===== src/rtl/memory_arbiter_pkg.sv =====
// memory_arbiter_pkg: shared states, requester ids and defaults for the memory arbiter
package memory_arbiter_pkg;
  localparam int WIDTH_DEF = 48;
  localparam int ACCESS_CYCLES_DEF = 8;
  localparam int CNT_W = 10;
  localparam logic ID_A = 1'b0;
  localparam logic ID_B = 1'b1;
  typedef enum logic [1:0] {IDLE, ACCESS, DONE, RELEASE} state_t;
endpackage


===== src/rtl/memory_arbiter_access_timer.sv =====
// access_timer: clear/enable cycle counter flagging the last counted cycle
module access_timer
  import memory_arbiter_pkg::*;
#(
  parameter int LAST = ACCESS_CYCLES_DEF - 1
) (
  input  logic clock,
  input  logic resetn,
  input  logic clear,
  input  logic en,
  output logic tc
);
  logic [CNT_W-1:0] count;
  always_ff @(posedge clock or negedge resetn)
    if (!resetn) count <= '0;
    else if (clear) count <= '0;
    else if (en) count <= count + 1'b1;
  assign tc = en && (count == CNT_W'(LAST));
endmodule


===== src/rtl/memory_arbiter.sv =====
// memory_arbiter: round-robin two-requester arbiter holding each memory access for ACCESS_CYCLES
module memory_arbiter
  import memory_arbiter_pkg::*;
#(
  parameter int WIDTH = WIDTH_DEF,
  parameter int ACCESS_CYCLES = ACCESS_CYCLES_DEF
) (
  input  logic             clock,
  input  logic             resetn,
  input  logic             req_a,
  input  logic             we_a,
  input  logic [WIDTH-1:0] wdata_a,
  input  logic             req_b,
  input  logic             we_b,
  input  logic [WIDTH-1:0] wdata_b,
  input  logic [WIDTH-1:0] mem_rdata,
  output logic             mem_we,
  output logic             mem_access_type,
  output logic [WIDTH-1:0] mem_wdata,
  output logic             gnt_a,
  output logic             gnt_b,
  output logic             done_a,
  output logic             done_b,
  output logic [WIDTH-1:0] rdata,
  output logic             busy
);
  state_t state, next_state;
  logic winner, last_served, we_l, pick, tc, active, start;
  logic [WIDTH-1:0] wdata_l;
  access_timer #(.LAST(ACCESS_CYCLES - 1)) u_timer (
    .clock (clock),
    .resetn(resetn),
    .clear (state != ACCESS),
    .en    (state == ACCESS),
    .tc    (tc)
  );
  always_comb begin
    start = (state == IDLE) && (req_a || req_b);
    pick = (req_a && req_b) ? ~last_served : (req_a ? ID_A : ID_B);
    next_state = state;
    case (state)
      IDLE:    next_state = start ? ACCESS : IDLE;
      ACCESS:  next_state = tc ? DONE : ACCESS;
      DONE:    next_state = RELEASE;
      RELEASE: next_state = (winner ? req_b : req_a) ? RELEASE : IDLE;
      default: next_state = IDLE;
    endcase
  end
  always_ff @(posedge clock or negedge resetn)
    if (!resetn) begin
      state <= IDLE;
      winner <= ID_A;
      last_served <= ID_B;
      we_l <= 1'b0;
      wdata_l <= '0;
      rdata <= '0;
    end else begin
      state <= next_state;
      if (start) begin
        winner <= pick;
        last_served <= pick;
        we_l <= pick ? we_b : we_a;
        wdata_l <= pick ? wdata_b : wdata_a;
      end
      if (state == ACCESS && tc && !we_l) rdata <= mem_rdata;
    end
  // outputs decode from state and latched request only, so they fall with the async reset
  always_comb begin
    active = state != IDLE;
    busy = active;
    mem_we = (state == ACCESS) && we_l;
    mem_wdata = active ? wdata_l : '0;
    mem_access_type = active && winner;
    gnt_a = active && !winner;
    gnt_b = active && winner;
    done_a = (state == DONE) && !winner;
    done_b = (state == DONE) && winner;
  end
endmodule


===== config.mk =====
export PLATFORM = sky130hd
export DESIGN_NAME = memory_arbiter
export DESIGN_NICKNAME = d
export VERILOG_FILES = /design/src/rtl/memory_arbiter_pkg.sv /design/src/rtl/memory_arbiter_access_timer.sv /design/src/rtl/memory_arbiter.sv
export SDC_FILE = /design/constraint.sdc
export NUM_CORES = 1
export LEC_CHECK = 0
export ABC_AREA = 1
export CAP_MARGIN = 20
export CORE_MARGIN = 2
export CORE_UTILIZATION = 41
export DETAILED_ROUTE_END_ITERATION = 8
export GPL_ROUTABILITY_DRIVEN = 0
export PLACE_DENSITY_LB_ADDON = 0.1
export SLEW_MARGIN = 20
export SYNTH_ARGS = -nofsm -noshare
export SYNTH_HDL_FRONTEND = slang
export SYNTH_SLANG_ARGS = --single-unit

===== constraint.sdc =====
create_clock -name clock -period 1.8 [get_ports clock]
set_input_delay 0.18 -clock clock [delete_from_list [all_inputs] [get_ports clock]]
set_output_delay 0.18 -clock clock [all_outputs]
set_load 0.05 [all_outputs]

Yosys cells after proc, flatten, opt, wreduce, memory -nomap -nowiden
Cells that the tools add are included.

$add $sub $neg: 1. Eq/ne operators: 5. Mux-type cells: 12. Bitwise operators: 1. Reduce and logical (&&, ||, !) cells: 16.

Operators by type and width (number): 2-to-1 mux 48 bit (2); 2-to-1 mux 10 bit (2); adder 10 x 1 -> 10 bit, second input constant (1); equality test 10 x 3 -> 1 bit, second input constant (1); logical AND 1 bit (10); one-hot mux 2 bit (4 select lines) (1); 2-to-1 mux 1 bit (5); equality test 2 bit, second input constant (2); 2-to-1 mux 2 bit (2); nonzero test 2 bit (2); equality test 2 x 1 -> 1 bit, second input constant (1); logical NOT 1 bit (2); logical NOT 2 bit (1); inequality test 2 x 1 -> 1 bit, second input constant (1); logical OR 1 bit (1); NOT 1 bit (1).

Flip-flop bits (word level): 111.

Logic depth before layout (Yosys ltp)
Gate-level depths: netlist of the first run.

Depth after elaboration: 4. Gate-level depth with buffers: 8. Gate-level depth less buffers: 7.

Cells and area by module
Synthesis of the first run repeated with hierarchy kept, for this count alone.

Cell total of the unflattened synthesis: 833. Area total of the unflattened synthesis: 5868.1 µm².

By module, submodules not included: memory_arbiter (times used 1, cells each 758, area an instance 5295.1 µm²); access_timer (times used 1, cells each 75, area an instance 573.0 µm²).

Worst setup path after synthesis of the first run
OpenSTA, ideal clock, no wires.

Kind: register -> output. Start point: register state[1]. End point: output mem_access_type. Arrival time: 2.152 ns. Required time: 1.620 ns. Setup slack: -0.532 ns. Cell stages (with the launch flop): 7. Buffers on the path: 2. Path through: dfrtp_1 inv_2 nand2_1 inv_2 clkbuf_1 nor2_1 buf_4.

Cells in the longest elaborated chain, start to end: 2.

Ends and longest elaborated chain: start: declaration (RTL line memory_arbiter.sv:27) `state_t state, next_state;`; start signal: assignment (RTL line memory_arbiter.sv:58) `state <= next_state;`; nonzero test 2 bit (RTL line memory_arbiter.sv:69) `active = state != IDLE;`; via busy (RTL line memory_arbiter.sv:25) `output logic busy`; logical AND 1 bit; end: declaration (RTL line memory_arbiter.sv:18) `output logic mem_access_type,`.

The timed path passes the listed nets, and every way through them passes these cells.

Worst setup path after layout of the first run
Start point: register state[1]. End point: output mem_wdata[46].

Cells in the longest elaborated chain, start to end: 2.

Ends and longest elaborated chain: nonzero test 2 bit (RTL line memory_arbiter.sv:69); 2-to-1 mux 48 bit (RTL line memory_arbiter.sv:72) `mem_wdata = active ? wdata_l : '0;`; end: declaration (RTL line memory_arbiter.sv:19) `output logic [WIDTH-1:0] mem_wdata,`.

No other way between the ends.

==> qor.yml, run 1 <==
synth-edff-count: 0
p_int_w: 0.008378
ys_warn_count: 0
async_flop_share: 1.000
via_count: 5350
netlist_top_cells_count: "nand2_1 (115), dfrtp_1 (110), nor2_1 (70)"
power.density_nw_per_um2: 2066
clock-sinks: 111
cp_slowest_cell: "dfrtp_1"
ys_ff_latch: 111
finalHoldViolCount: 0
cp.required_ps: 1620
comb_power_share: 0.641
rsz0062_at_grt: "true"
reg2reg_from: "u_timer.count[0]"
clockBufferDepth: 2
ys_seq_area_frac: 0.5284
grt_max_degree: 57
drt_iter0_drc: 464
path_common_cell: "buf_4"
whs_path_depth: 3
yosys-top-cells-area: "dfrtp_1 (52%), nand2_1 (8.2%), nand4_1 (5.8%)"
r2r_cells: 7
pwr-share-clk: 0.117
dp.cells: 1024
fin_cells: 1045
syn_area_per_cell_sq_um: 8.282
switching_share: 0.5129
path_class: "register to output port"
core-area_sq_um: 12570
synthCells: 635
startpoint: "state[1]"
synth.most_common_cell: "nand2_1"
p_leak_nw: 3.772
outcome: "finished clean"
dieHeight_um: 117.3
grt_pass1_wl_mm: 25.47
wl_per_cell_um: 15.79
clock_skew_ps: 11.57
synth_top_area_frac: 0.5234
wl_mm: 16.51
cts_buffers: 9
critPathCaptureType: "output port"
vdd_ir_drop_max_mv: 1.171
tightest_slew_ps: 548.7
antenna_found_initial: 0
start_util: 0.4184
synth_top_area_cell: "dfrtp_1"
vias_per_cell: 5.120
crit_chain: "inv_2 > nand2_2 > clkinv_4 > buf_4 > nor2_1 > buf_4"
synthDistinctLibCells: 24
synth_area_sq_um: 5259
ios: 253
rows: 41
cp_num_buf_inv: 4
place_ws_ps: 229.3
drt_first_pass_iters: 5
drc: 0
overflow: 0
p_sw_w: 0.008820
nNetsFinal: 1020
grt_pass1_vias: 5218
h-tree-depth: 3
period_minus_slack_ps: 1730
min_from: "req_a"
dp_hpwl_mm: 11.62
postRouteAntennaNets: 0
setup_viol: 0
die_x_um: 117.3
io_buffers: 252
cp.depth: 6
crit_fanout: 9
die_area_sq_um: 13750
min_path_type: "primary input to register"
slowest_delay_ps: 420
layout-drive-gt1-share: 0.1409
timing.max_cap.violations: 0
share_seq_of_total_power: 0.242
fmax_mhz: 578.1
num_antenna_cells: 0
tritoncts: "built"
start_kind: "register"
setup_ws_ps: 70.19
syn_nets: 786
worst_slew_margin_rel: 0.6331
clk_latency_ps: 340
fin_crit_sh: 0.9610
path_delay_family: "buffers and inverters"
synthFlopType: "dfrtp_1"
clkSlewWorstSetupHoldPaths_ps: 80
critPathArrivalTime_ps: 1550
syn_to_final_growth_pct: 58.32
maxSlewViolCount: 0
track_usage: 0.2343
cts_root_buf: "clkbuf_16"
worst min-delay path: stages:
cell     delay, ps
buf_2          190
a21oi_1        170
o22ai_1         80
cell families after synthesis:
kind of cell	share of synthesized area
buffers and inverters	0.1009
flip-flops	0.5284
adder cells (fa/ha/maj)	0.002379
AND/OR/NAND/NOR	0.2018
AO/OA/AOI/OAI	0.1665
final cells by class:
cell class / instances / area (sq um)
tap: 172 / 215.2
clock inverter: 5 / 58.81
sequential: 111 / 2779
fill: 1049 / 4243
clock buffer: 10 / 239.0
inverter: 63 / 241.5
timing repair buffer: 277 / 2775
multi-input combinational: 407 / 2017
sequential cells by signal, summed over array words and instances, names as in the netlist:
name	flops
winner	1
u_timer.count	10
last_served	1
state	2
we_l	1
wdata_l	48
rdata	48
per-layer routing:
| metal | routed length, um | up-vias | track usage |
|---|---|---|---|
| met2 | 8222 | 217 | 0.3897 |
| met4 | 325 | 0 | 0.07529 |
| met5 | 0 | - | 0 |
| met3 | 1279 | 24 | 0.05458 |
| li1 | - | 2595 | - |
| met1 | 6678 | 2514 | 0.3036 |
metrics by stage:
stage | hold slack, ps | area, sq um | power, W | utilization | setup TNS, ps
floorplan | -115.6 | 5296 | 0.01137 | - | -7644
CTS | 309.5 | 8158 | 0.01686 | 0.6491 | 0
finish | 318.4 | 8325 | 0.01720 | 0.6624 | 0
detailed placement | 161.3 | 7848 | 0.01481 | 0.6244 | 0
global route | 337.0 | 8325 | 0.01816 | 0.6624 | -195.3
global placement | 154.7 | 7848 | 0.01467 | 0.6244 | 0
what timing repair did:
| action | in CTS | in global routing |
|---|---|---|
| endpoints found under the hold margin | 29 | 0 |
| endpoints found under the setup margin | 27 | 45 |
| buffers inserted | 0 | 3 |
| cloned | 0 | 2 |
| hold buffers | 1 | 0 |
| gates resized for setup | 1 | 31 |
power groups by stage:
stage	sequential [W]	combinational, W	clock (W)
floorplan	0.00599	0.00538	0
global placement	0.00417	0.0105	0
detailed placement	0.00420	0.0106	0
CTS	0.00416	0.0106	0.00205
global route	0.00428	0.0117	0.00215
finish	0.00416	0.0110	0.00201
final timing paths:
check / end / slack, ps
hold / removal: wdata_l[7] / 320
setup / recovery: mem_wdata[46] / 70
min in group asynchronous: rdata[0] / 330
setup reg to reg: rdata[29] / 210
hold reg to reg: u_timer.count[0] / 460
max in group asynchronous: wdata_l[33] / 860
cells in the final DEF, fill, tap and decap left out, drive strengths merged, types with 4 or more instances in the layout:
master	synthesis	routed
a21oi	54	54
buf	27	80
clkbuf	27	11
clkdlybuf4s50	0	195
clkinv	1	4
dfrtp	110	110
inv	62	61
nand2	115	115
nand3	4	4
nand4	49	49
nor2	74	74
o21ai	57	57
o22ai	49	49
Note: power is estimated with default switching activity, not from simulation.
==> run 2, diff against run 1 <==
- RECOVER_POWER: default -> 25
==> run 2 against run 1 <==
Net effect:
- critical path depth did not move
- total power about the same
- clock-buffer cell count is the same
- sequential power about the same
- cell count is the same
- largest power group unchanged
==> qor.yml, run 2 (synthesized netlist as in run 1, its figures left out) <==
setup_ws_ps: 70.54  # was 70.19 ps
grt_pass1_wl_mm: 25.47  # unchanged
tritoncts: "built"  # unchanged
place_ws_ps: 229.3  # unchanged
maxSlewViolCount: 0  # unchanged
cts_buffers: 9  # unchanged
via_count: 5347  # was 5350
layout_commonest_cell: "clkdlybuf4s50_1"  # unchanged
clockBufferDepth: 2  # unchanged
min_from: "req_a"  # unchanged
r2r_cells: 7  # unchanged
num_antenna_cells: 0  # unchanged
min_path_type: "primary input to register"  # unchanged
die_area_sq_um: 13750  # unchanged
fin_crit_sh: 0.9608  # was 0.9610
period_minus_slack_ps: 1729  # was 1730 ps
cp.required_ps: 1620  # about the same
core-area_sq_um: 12570  # unchanged
drt_iter0_drc: 462  # was 464
ios: 253  # unchanged
wl_mm: 16.50  # was 16.51 mm
critPathCaptureType: "output port"  # unchanged
overflow: 0  # unchanged
worst_slew_margin_rel: 0.4072  # was 0.6331
fmax_mhz: 578.2  # was 578.1 MHz
drc: 0  # unchanged
hold_ws_ps: 318.4  # about the same
die_x_um: 117.3  # unchanged
power.density_nw_per_um2: 2066  # about the same
layout-drive-gt1-share: 0.1409  # unchanged
path_class: "register to output port"  # unchanged
finalHoldViolCount: 0  # unchanged
reg2reg_slack_ps: 210  # about the same
outcome: "finished clean"  # unchanged
dieHeight_um: 117.3  # unchanged
postRouteAntennaNets: 0  # unchanged
tightest_slew_ps: 889.3  # was 548.7 ps
p_leak_nw: 3.772  # about the same
setup_viol: 0  # unchanged
critPathArrivalTime_ps: 1550  # about the same
clkSlewWorstSetupHoldPaths_ps: 80  # about the same
whs_path_depth: 3  # unchanged
rsz0062_at_grt: "true"  # unchanged
vdd_ir_drop_max_mv: 1.171  # about the same
final_core_util: 0.6622  # was 0.6624
clk_latency_ps: 340  # about the same
clock_skew_ps: 11.41  # was 11.57 ps
dp_hpwl_mm: 11.62  # unchanged
crit_fanout: 9  # unchanged
clock-sinks: 111  # unchanged
antenna_found_initial: 0  # unchanged
finalPower_w: 0.01720  # about the same
dp.cells: 1024  # unchanged
wl_per_cell_um: 15.79  # about the same
n_fill_cell: 1050  # was 1049
final_cell_mix: "clkdlybuf4s50_1 (195), nand2_1 (114), dfrtp_1 (110), inv_1 (59), a21oi_1 (54)"  # unchanged
drt_first_pass_iters: 4  # was 5
h-tree-depth: 3  # unchanged
rows: 41  # unchanged
io_buffers: 252  # unchanged
r2r_end: "rdata[29]"  # unchanged
start_util: 0.4184  # unchanged
top_regs: "rdata x48, wdata_l x48, u_timer.count x10"  # unchanged
syn_to_final_growth_pct: 58.27  # was 58.32%
cts_root_buf: "clkbuf_16"  # unchanged
vias_per_cell: 5.117  # was 5.120
hold_path_end: "wdata_l[7]"  # unchanged
reg2reg_from: "u_timer.count[0]"  # unchanged
grt_pass1_vias: 5218  # unchanged
timing.max_cap.violations: 0  # unchanged
track_usage: 0.2343  # unchanged
grt_max_degree: 57  # unchanged
nNetsFinal: 1020  # unchanged
fin_cells: 1045  # unchanged
start_kind: "register"  # unchanged
## run 2: changes by cell type in the layout (fill, tap and decap cells not counted), sizes merged
cell,change
buf,-1
clkbuf,+1
## run 2: layout make-up
type / count / area [sq um] / share of cell area
Tap cell: 172 / 215.2 / 0.02586
Sequential cell: 111 / 2779 / 0.3339
Multi-Input combinational cell: 407 / 2017 / 0.2423
Timing Repair Buffer: 277 / 2773 / 0.3331
Inverter: 63 / 241.5 / 0.02901
Clock inverter: 5 / 58.81 / 0.007066
Clock buffer: 10 / 239.0 / 0.02871
## run 2: where the power goes
| group | switching [W] | leakage (nW) | internal [W] |
|---|---|---|---|
| clock | 0.000896 | 0.141 | 0.00111 |
| combinational | 0.00743 | 2.32 | 0.00360 |
| sequential | 0.000498 | 1.31 | 0.00366 |
| total | 0.00882 | 3.77 | 0.00838 |
## run 2: how the worst max path moves through the flow
| stage | start | to | slack (ps) | depth (start not counted) |
|---|---|---|---|---|
| finish | state[1] | mem_wdata[46] | 70 | 6 |
| global route | state[1] | mem_wdata[21] | -20 | 6 |
| CTS | state[1] | mem_wdata[7] | 1 | 6 |
| detailed placement | req_b | wdata_l[9] | 230 | 6 |
| global placement | u_timer.count[0] | rdata[33] | 300 | 7 |
| floorplan | state[1] | gnt_a | -200 | 5 |
## run 2: per-stage QoR
stage                     instance area (sq um)  setup TNS, ps
after floorplan                            5296          -7644
after global placement                     7848              0
after detailed placement                   7848              0
after CTS                                  8158              0
after global routing                       8323         -195.3
final                                      8323              0
## run 2: worst max-delay path: stages (launching register included)
cell	delay (ps)
dfrtp_1	420
inv_2	60
nand2_2	100
clkinv_4	120
buf_4	170
nor2_1	120
buf_4	220
## run 2: layer usage
| metal | vias to the layer above | share of wire | GRT usage |
|---|---|---|---|
| li1 | 2595 | - | - |
| met1 | 2511 | 0.40 | 0.3036 |
| met2 | 217 | 0.50 | 0.3897 |
| met3 | 24 | 0.078 | 0.05458 |
| met4 | 0 | 0.020 | 0.07529 |
| met5 | - | 0 | 0 |
## run 2: what timing repair did
item / 4_1_cts / 5_1_grt
buffers inserted: 0 / 3
cloned: 0 / 2
hold buffers: 1 / 0
setup endpoints to repair: 27 / 45
gates resized for setup: 1 / 31
endpoints found under the hold margin: 29 / 0
